**src/rtl/reservation_station_pkg.sv**
```systemverilog
// Shared definitions for the reservation station: operation codes, data and
// tag widths, station depth, and a small index-width helper.
package reservation_station_pkg;

    localparam int INST_TYPE_WIDTH = 6;
    localparam int DATA_W          = 32;
    localparam int ROB_TAG_W       = 4;
    localparam int RS_SIZE         = 8;

    // Decoded operation codes carried through the station untouched.
    typedef enum logic [INST_TYPE_WIDTH-1:0] {
        OP_NOP  = 6'd0,
        OP_ADD  = 6'd1,
        OP_SUB  = 6'd2,
        OP_ADDI = 6'd3,
        OP_AND  = 6'd4,
        OP_OR   = 6'd5,
        OP_XOR  = 6'd6,
        OP_SLL  = 6'd7,
        OP_SRL  = 6'd8,
        OP_LUI  = 6'd9,
        OP_BEQ  = 6'd10,
        OP_BNE  = 6'd11
    } op_e;

    // Width of an index into n entries; never zero so a 1-entry station still works.
    function automatic int idx_width(input int n);
        return (n > 1) ? $clog2(n) : 1;
    endfunction

endpackage

```
**src/rtl/reservation_station_find_first.sv**
```systemverilog
// Lowest-index priority encoder with a found flag. Used both to pick the free
// slot for dispatch and the oldest-by-position ready entry for issue.
module rs_find_first
    import reservation_station_pkg::*;
#(
    parameter int N = 8,
    parameter int W = idx_width(N)
) (
    input  logic [N-1:0] req,
    output logic         found,
    output logic [W-1:0] idx
);

    // Scan from the top down so the lowest set bit is the last one written.
    always_comb begin
        // NOTE: every output gets a default before the loop, so no path leaves it unassigned and no latch is inferred.
        found = 1'b0;
        idx   = '0;
        for (int i = N - 1; i >= 0; i--) begin
            if (req[i]) begin
                found = 1'b1;
                idx   = W'(i);
            end
        end
    end

endmodule

```
**src/rtl/reservation_station.sv**
```systemverilog
// Reservation station: holds dispatched operations until both operands are
// available (snooping the CDB for pending ones), then issues the lowest-index
// ready entry into registered ex_* outputs, one per cycle.
module reservation_station
    import reservation_station_pkg::INST_TYPE_WIDTH;
    import reservation_station_pkg::DATA_W;
    import reservation_station_pkg::idx_width;
#(
    parameter int RS_SIZE   = reservation_station_pkg::RS_SIZE,
    parameter int ROB_TAG_W = reservation_station_pkg::ROB_TAG_W
) (
    input  logic                       clk,
    input  logic                       rst,
    input  logic                       rdy,
    input  logic                       clear,
    input  logic                       in_valid,
    input  logic [INST_TYPE_WIDTH-1:0] in_ordertype,
    input  logic [DATA_W-1:0]          in_vj,
    input  logic [DATA_W-1:0]          in_vk,
    input  logic                       in_qj_busy,
    input  logic                       in_qk_busy,
    input  logic [ROB_TAG_W-1:0]       in_qj,
    input  logic [ROB_TAG_W-1:0]       in_qk,
    input  logic [DATA_W-1:0]          in_A,
    input  logic [DATA_W-1:0]          in_pc,
    input  logic [ROB_TAG_W-1:0]       in_rob_tag,
    output logic                       full,
    input  logic                       cdb_valid,
    input  logic [ROB_TAG_W-1:0]       cdb_tag,
    input  logic [DATA_W-1:0]          cdb_value,
    output logic                       ex_valid,
    output logic [INST_TYPE_WIDTH-1:0] ex_ordertype,
    output logic [DATA_W-1:0]          ex_vj,
    output logic [DATA_W-1:0]          ex_vk,
    output logic [DATA_W-1:0]          ex_A,
    output logic [DATA_W-1:0]          ex_pc,
    output logic [ROB_TAG_W-1:0]       ex_rob_tag
);

    localparam int IDX_W = idx_width(RS_SIZE);

    // Control state (reset) and payload (not reset) kept in separate arrays.
    logic [RS_SIZE-1:0]         busy;
    logic [RS_SIZE-1:0]         qj_busy;
    logic [RS_SIZE-1:0]         qk_busy;
    logic [INST_TYPE_WIDTH-1:0] e_type [RS_SIZE];
    logic [DATA_W-1:0]          e_vj   [RS_SIZE];
    logic [DATA_W-1:0]          e_vk   [RS_SIZE];
    logic [DATA_W-1:0]          e_a    [RS_SIZE];
    logic [DATA_W-1:0]          e_pc   [RS_SIZE];
    logic [ROB_TAG_W-1:0]       e_qj   [RS_SIZE];
    logic [ROB_TAG_W-1:0]       e_qk   [RS_SIZE];
    logic [ROB_TAG_W-1:0]       e_tag  [RS_SIZE];

    logic [RS_SIZE-1:0] ready_vec;
    logic               free_found;
    logic               ready_found;
    logic [IDX_W-1:0]   free_idx;
    logic [IDX_W-1:0]   ready_idx;
    logic               do_dispatch;
    logic               j_hit;
    logic               k_hit;

    // Ready is judged on registered state only, so a wakeup never issues in the same cycle.
    assign ready_vec = busy & ~qj_busy & ~qk_busy;

    rs_find_first #(.N(RS_SIZE), .W(IDX_W)) u_free_sel (
        .req   (~busy),
        .found (free_found),
        .idx   (free_idx)
    );

    rs_find_first #(.N(RS_SIZE), .W(IDX_W)) u_ready_sel (
        .req   (ready_vec),
        .found (ready_found),
        .idx   (ready_idx)
    );

    assign full        = ~free_found;
    assign do_dispatch = rdy & ~clear & in_valid & free_found;
    // An operand produced by this cycle's broadcast is captured at dispatch.
    assign j_hit       = in_qj_busy & cdb_valid & (cdb_tag == in_qj);
    assign k_hit       = in_qk_busy & cdb_valid & (cdb_tag == in_qk);

    // Entry control bits and the issue register: reset, freeze, flush, then wake/issue/dispatch.
    always_ff @(posedge clk) begin
        // NOTE: sequential state uses non-blocking assignments so every flop samples pre-edge values.
        if (!rst) begin
            busy         <= '0;
            qj_busy      <= '0;
            qk_busy      <= '0;
            ex_valid     <= 1'b0;
            ex_ordertype <= '0;
            ex_vj        <= '0;
            ex_vk        <= '0;
            ex_A         <= '0;
            ex_pc        <= '0;
            ex_rob_tag   <= '0;
        end else if (rdy) begin
            if (clear) begin
                busy     <= '0;
                ex_valid <= 1'b0;
            end else begin
                for (int i = 0; i < RS_SIZE; i++) begin
                    if (busy[i] && cdb_valid && qj_busy[i] && e_qj[i] == cdb_tag) qj_busy[i] <= 1'b0;
                    if (busy[i] && cdb_valid && qk_busy[i] && e_qk[i] == cdb_tag) qk_busy[i] <= 1'b0;
                end
                if (ready_found) begin
                    ex_valid        <= 1'b1;
                    ex_ordertype    <= e_type[ready_idx];
                    ex_vj           <= e_vj[ready_idx];
                    ex_vk           <= e_vk[ready_idx];
                    ex_A            <= e_a[ready_idx];
                    ex_pc           <= e_pc[ready_idx];
                    ex_rob_tag      <= e_tag[ready_idx];
                    busy[ready_idx] <= 1'b0;
                end else begin
                    ex_valid <= 1'b0;
                end
                // The free slot is never the issuing slot, so these writes cannot collide.
                if (do_dispatch) begin
                    busy[free_idx]    <= 1'b1;
                    qj_busy[free_idx] <= in_qj_busy & ~j_hit;
                    qk_busy[free_idx] <= in_qk_busy & ~k_hit;
                end
            end
        end
    end

    // Entry payload: operand capture from the CDB and dispatch writes.
    always_ff @(posedge clk) begin
        // NOTE: payload arrays are not reset; they are only read while the matching busy bit is set.
        if (rst && do_dispatch) begin
            e_type[free_idx] <= in_ordertype;
            e_vj[free_idx]   <= j_hit ? cdb_value : in_vj;
            e_vk[free_idx]   <= k_hit ? cdb_value : in_vk;
            e_a[free_idx]    <= in_A;
            e_pc[free_idx]   <= in_pc;
            e_qj[free_idx]   <= in_qj;
            e_qk[free_idx]   <= in_qk;
            e_tag[free_idx]  <= in_rob_tag;
        end
        if (rst && rdy && !clear) begin
            for (int i = 0; i < RS_SIZE; i++) begin
                if (busy[i] && cdb_valid && qj_busy[i] && e_qj[i] == cdb_tag) e_vj[i] <= cdb_value;
                if (busy[i] && cdb_valid && qk_busy[i] && e_qk[i] == cdb_tag) e_vk[i] <= cdb_value;
            end
        end
    end

endmodule
```
**config.mk**
```make
export PLATFORM = sky130hd
export DESIGN_NAME = reservation_station
export DESIGN_NICKNAME = d
export VERILOG_FILES = /design/src/rtl/reservation_station_pkg.sv /design/src/rtl/reservation_station_find_first.sv /design/src/rtl/reservation_station.sv
export SDC_FILE = /design/constraint.sdc
export NUM_CORES = 2
export LEC_CHECK = 0
export ABC_CLOCK_PERIOD_IN_PS = 4900
export CAP_MARGIN = 25
export CORE_MARGIN = 5
export CORE_UTILIZATION = 54
export CTS_CLUSTER_DIAMETER = 30
export DETAILED_ROUTE_END_ITERATION = 8
export PLACE_DENSITY = 0.76
export SETUP_SLACK_MARGIN = 0.02
export SLEW_MARGIN = 20
export SYNTH_ARGS = -nofsm -noshare
export SYNTH_HDL_FRONTEND = slang
export SYNTH_SLANG_ARGS = --single-unit
```
**constraint.sdc**
```tcl
create_clock -name clk -period 4.9 [get_ports clk]
set_input_delay 1.47 -clock clk [delete_from_list [all_inputs] [get_ports clk]]
set_output_delay 1.47 -clock clk [all_outputs]
set_load 0.05 [all_outputs]
```
==> summary.md <==
The flow ran to the end, and the final reports show no timing, DRC or antenna violations. For the required time at the worst-slack endpoint, the log shows 3.43 ns. The y dimension of the die was 332 um. The number of clock buffers added by TritonCTS is 278. The sum of buffers and inverters on the critical path works out to 1. The tools report the via count of the first global-routing pass as 38700. The dominant register cell in the synthesized netlist was edfxtp_1. The sequential cells in the finished layout cover a total of 38300 sq um. The number of rows created at floorplan is 118, and the share of power burned in combinational logic is 0.031.

Summing over every cut layer, the via total after detailed routing is 37400. The fraction of synthesis flops using an asynchronous set or reset pin works out to 0. Yosys printed 0 warnings. The portion of the clock cycle consumed by the worst path in the final layout was 0.877; the synthesized cell area was 56200 sq um. The first global-routing pass estimated 244000 um of wire. Clock-pin slew was measured on the worst setup and hold paths at 0.05 ns.

In this run, synthesis inferred 1168 flip-flops with an integrated enable. The synthesized design contains 1331 register bits. The half-perimeter wire length after detailed placement came out at 89300 um. Routability-driven placement finished with a final weighted congestion of 0.856.

For the residual antenna-violating net count after detailed routing, the log shows 0. The min-delay analysis places its worst path in the category reg -> reg. The data arrival at the endpoint of the critical path was 2.83 ns; the sequential share of the synthesized area was 0.683. Once placement completed, the tool counted placed cells totaling 5312. The type of the worst setup path was reg -> out. For this design the total switching power over the nets is 6.46 mW. Setup violations remaining at the end of the flow were counted as 0. The detailed-route wire length was 164000 um; the sequential fraction of design power was 0.388. The logs give 0.252 for the relative slew slack and 4181 for the number of DRC markers after the initial detailed-route iteration. The floorplan step set the die width to 332 um. For this design, the sink count on the clock tree is 1331.

The number of cells in the finished layout apart from fillers is 5829, and the number of hold buffers added after cts is 0. Fraction of layout cells with a size suffix above 1: 0.279. The slowest library cell on the worst path was clkdlybuf4s50_1. The worst clock skew came out at 0.0586 ns. For this design the static power due to leakage is 23.0 nW.

Walking the worst path, the cells encountered are nand3_1 > nor3_1 > clkdlybuf4s50_1. Final period demand of the worst path: 4.30 ns. Grouping stages by cell kind, the critical path spends the most delay in buffers and inverters. The post-synthesis to final-layout area growth works out to 26.4%. Clock network fraction of design power: 0.580. Dividing the detail-routed wire length by the instance count gives 28.2 um. The tree is rooted in a clkbuf_16.

The run gives 4402 as the number of nets in the final layout. Setup repair after global routing left no endpoint under its margin. The total power per unit cell area is 452 nW/um^2, and the number of remaining DRC errors is 0. STA classifies the critical path endpoint as a primary output.

Using the TritonRoute via totals, the vias-per-cell ratio works out to 6.42. Global routing finished with a remaining overflow of 0. The largest fanout on the critical path was 10.

The tools report the number of pins with negative max-slew slack in the final report as 0. For the pin with the worst max-slew slack, the measured transition is 1.12 ns. The worst setup path is launched from a flip-flop.

The core region is 103000 sq um. Across the run, the number of max-cap violations was 0. Worst hold margin: 0.459 ns. The finished cells cover 71000 sq um. The number of fill cells in the layout came out at 6633.

Synthesis produced a netlist whose cell count is 3789. The number of H-tree branching levels was 5; the worst voltage drop across the vdd grid was 0.340 mV. The mean instance size in the synthesized netlist came out at 14.8 sq um. Initial core utilization: 0.543.

Derived from the worst setup path, the maximum achievable clock frequency is 233 MHz. The initial antenna violation count came out at 37. The maximum buffer depth of the clock tree is 4, and the post-cts resize count is 0. For this run, the slowest stage of the critical path takes 0.89 ns. The synthesized netlist contains 54 unique library cells.

Post-CTS timing repair inserted 0 buffers for setup. TritonCTS built the clock tree. Internal power comes to 25.6 mW. The tools report the largest net degree at the start of global routing as 139. 330 I/O pins were placed.

In the layout the commonest cells are edfxtp_1 (1168), mux2_2 (512), nand2_1 (387). Leaving out fill and tap cells, the most frequent cell in the layout is edfxtp_1. The die covers 111000 sq um. The clock reaches the later pin of the worst-skew pair after 0.85 ns. During placement, the flow inserted port buffers numbering 329. The switching share of power was 0.201; the number of optimization iterations in the first detailed-route pass was 5. When the netlist entered floorplanning its net count stood at 3979. The accumulated negative setup slack was 0 ns; the area after detailed placement was 61600 sq um. The tools report the total count of hold-check failures in the final report as 0.

The run gives 0.687 as the fraction of the core area covered by cells at the end of the flow. The tools report the total global routing track utilization as 0.290. In the final layout, the multi-input gates occupy 16300 sq um.
Yosys cell counts, types with 18 or more instances:
cell | instances | area share
o21ai_0 | 27 | 0.0024
dfxtp_1 | 163 | 0.058
nand3_1 | 195 | 0.017
o2bb2ai_1 | 42 | 0.0066
a221oi_2 | 100 | 0.027
nand2_1 | 408 | 0.027
o211ai_1 | 42 | 0.0056
o221ai_1 | 96 | 0.015
buf_2 | 141 | 0.013
nor2_1 | 63 | 0.0042
a21oi_1 | 193 | 0.017
xor2_1 | 48 | 0.0075
edfxtp_1 | 1168 | 0.62
xnor2_1 | 18 | 0.0028
buf_6 | 26 | 0.0052
a221oi_1 | 130 | 0.020
a22oi_1 | 141 | 0.019
mux2_2 | 512 | 0.10
clkbuf_1 | 141 | 0.0094
worst paths after layout:
check	cells after the start	endpoint	slack, ns	start
setup / recovery	3	full	0.60	busy[3]
hold / removal	2	ex_pc[23]	0.46	ex_pc[23]
setup reg to reg	7	ex_A[28]	1.57	busy[2]
hold reg to reg	2	ex_pc[23]	0.46	ex_pc[23]
per-layer routing:
layer  wire [um]  share of wire  track usage
met1       61000           0.37        0.368
met2       80500           0.49        0.474
met3       16000          0.097       0.0693
met4        6600          0.040        0.137
met5          98        0.00060            0
power groups by stage:
stage	clock network [mW]	logic, mW	registers (mW)
3_5_place_dp	0	0.980	12.7
2_1_floorplan	0	0.445	12.7
5_1_grt	19.4	1.06	12.4
3_3_place_gp	0	0.953	12.6
4_1_cts	18.7	0.993	12.4
6_report	18.6	1.00	12.4
kinds of logic (layout without fill, tap and decap cells):
group	Yosys count	in the layout	synth area share
AOI/OAI and AO/OA	801	801	0.117
xor gates and xnor gates	66	66	0.0103
buffers and inverters	337	966	0.0293
DFF	1331	1331	0.683
muxes	512	512	0.103
other	0	31	0
and+or+nand+nor	742	742	0.0581
tightest hold or removal path, delay by kind of cell (launching register included):
kind / cells / cell delay [ns]
simple gates: 1 / 0.05
flops: 1 / 0.32
compound gates: 1 / 0.05
state kept, by name (all words and copies together), names as in the netlist, 4 cells and up:
register / cells
busy: 8
e_a: 256
e_pc: 256
e_qj: 32
e_qk: 32
e_tag: 32
e_type: 48
e_vj: 256
e_vk: 256
ex_A: 32
ex_ordertype: 6
ex_pc: 32
ex_rob_tag: 4
ex_vj: 32
ex_vk: 32
qj_busy: 8
qk_busy: 8
stage by stage:
step | setup WS [ns] | total power, mW
3_5_place_dp | 0.519 | 13.6
5_1_grt | 0.548 | 32.9
4_1_cts | 0.553 | 32.2
6_report | 0.604 | 32.1
2_1_floorplan | 0.209 | 13.1
3_3_place_gp | 0.528 | 13.6
cell type report:
type,count,area share
timing repair buffer,464,0.0726
inverter,16,0.00115
tap,1380,0.0243
sequential,1331,0.540
clock inverter,148,0.0259
clock buffer,338,0.105
antenna,31,0.00109
multi-input combinational,2121,0.230
Power figures use the tool's default switching activity.
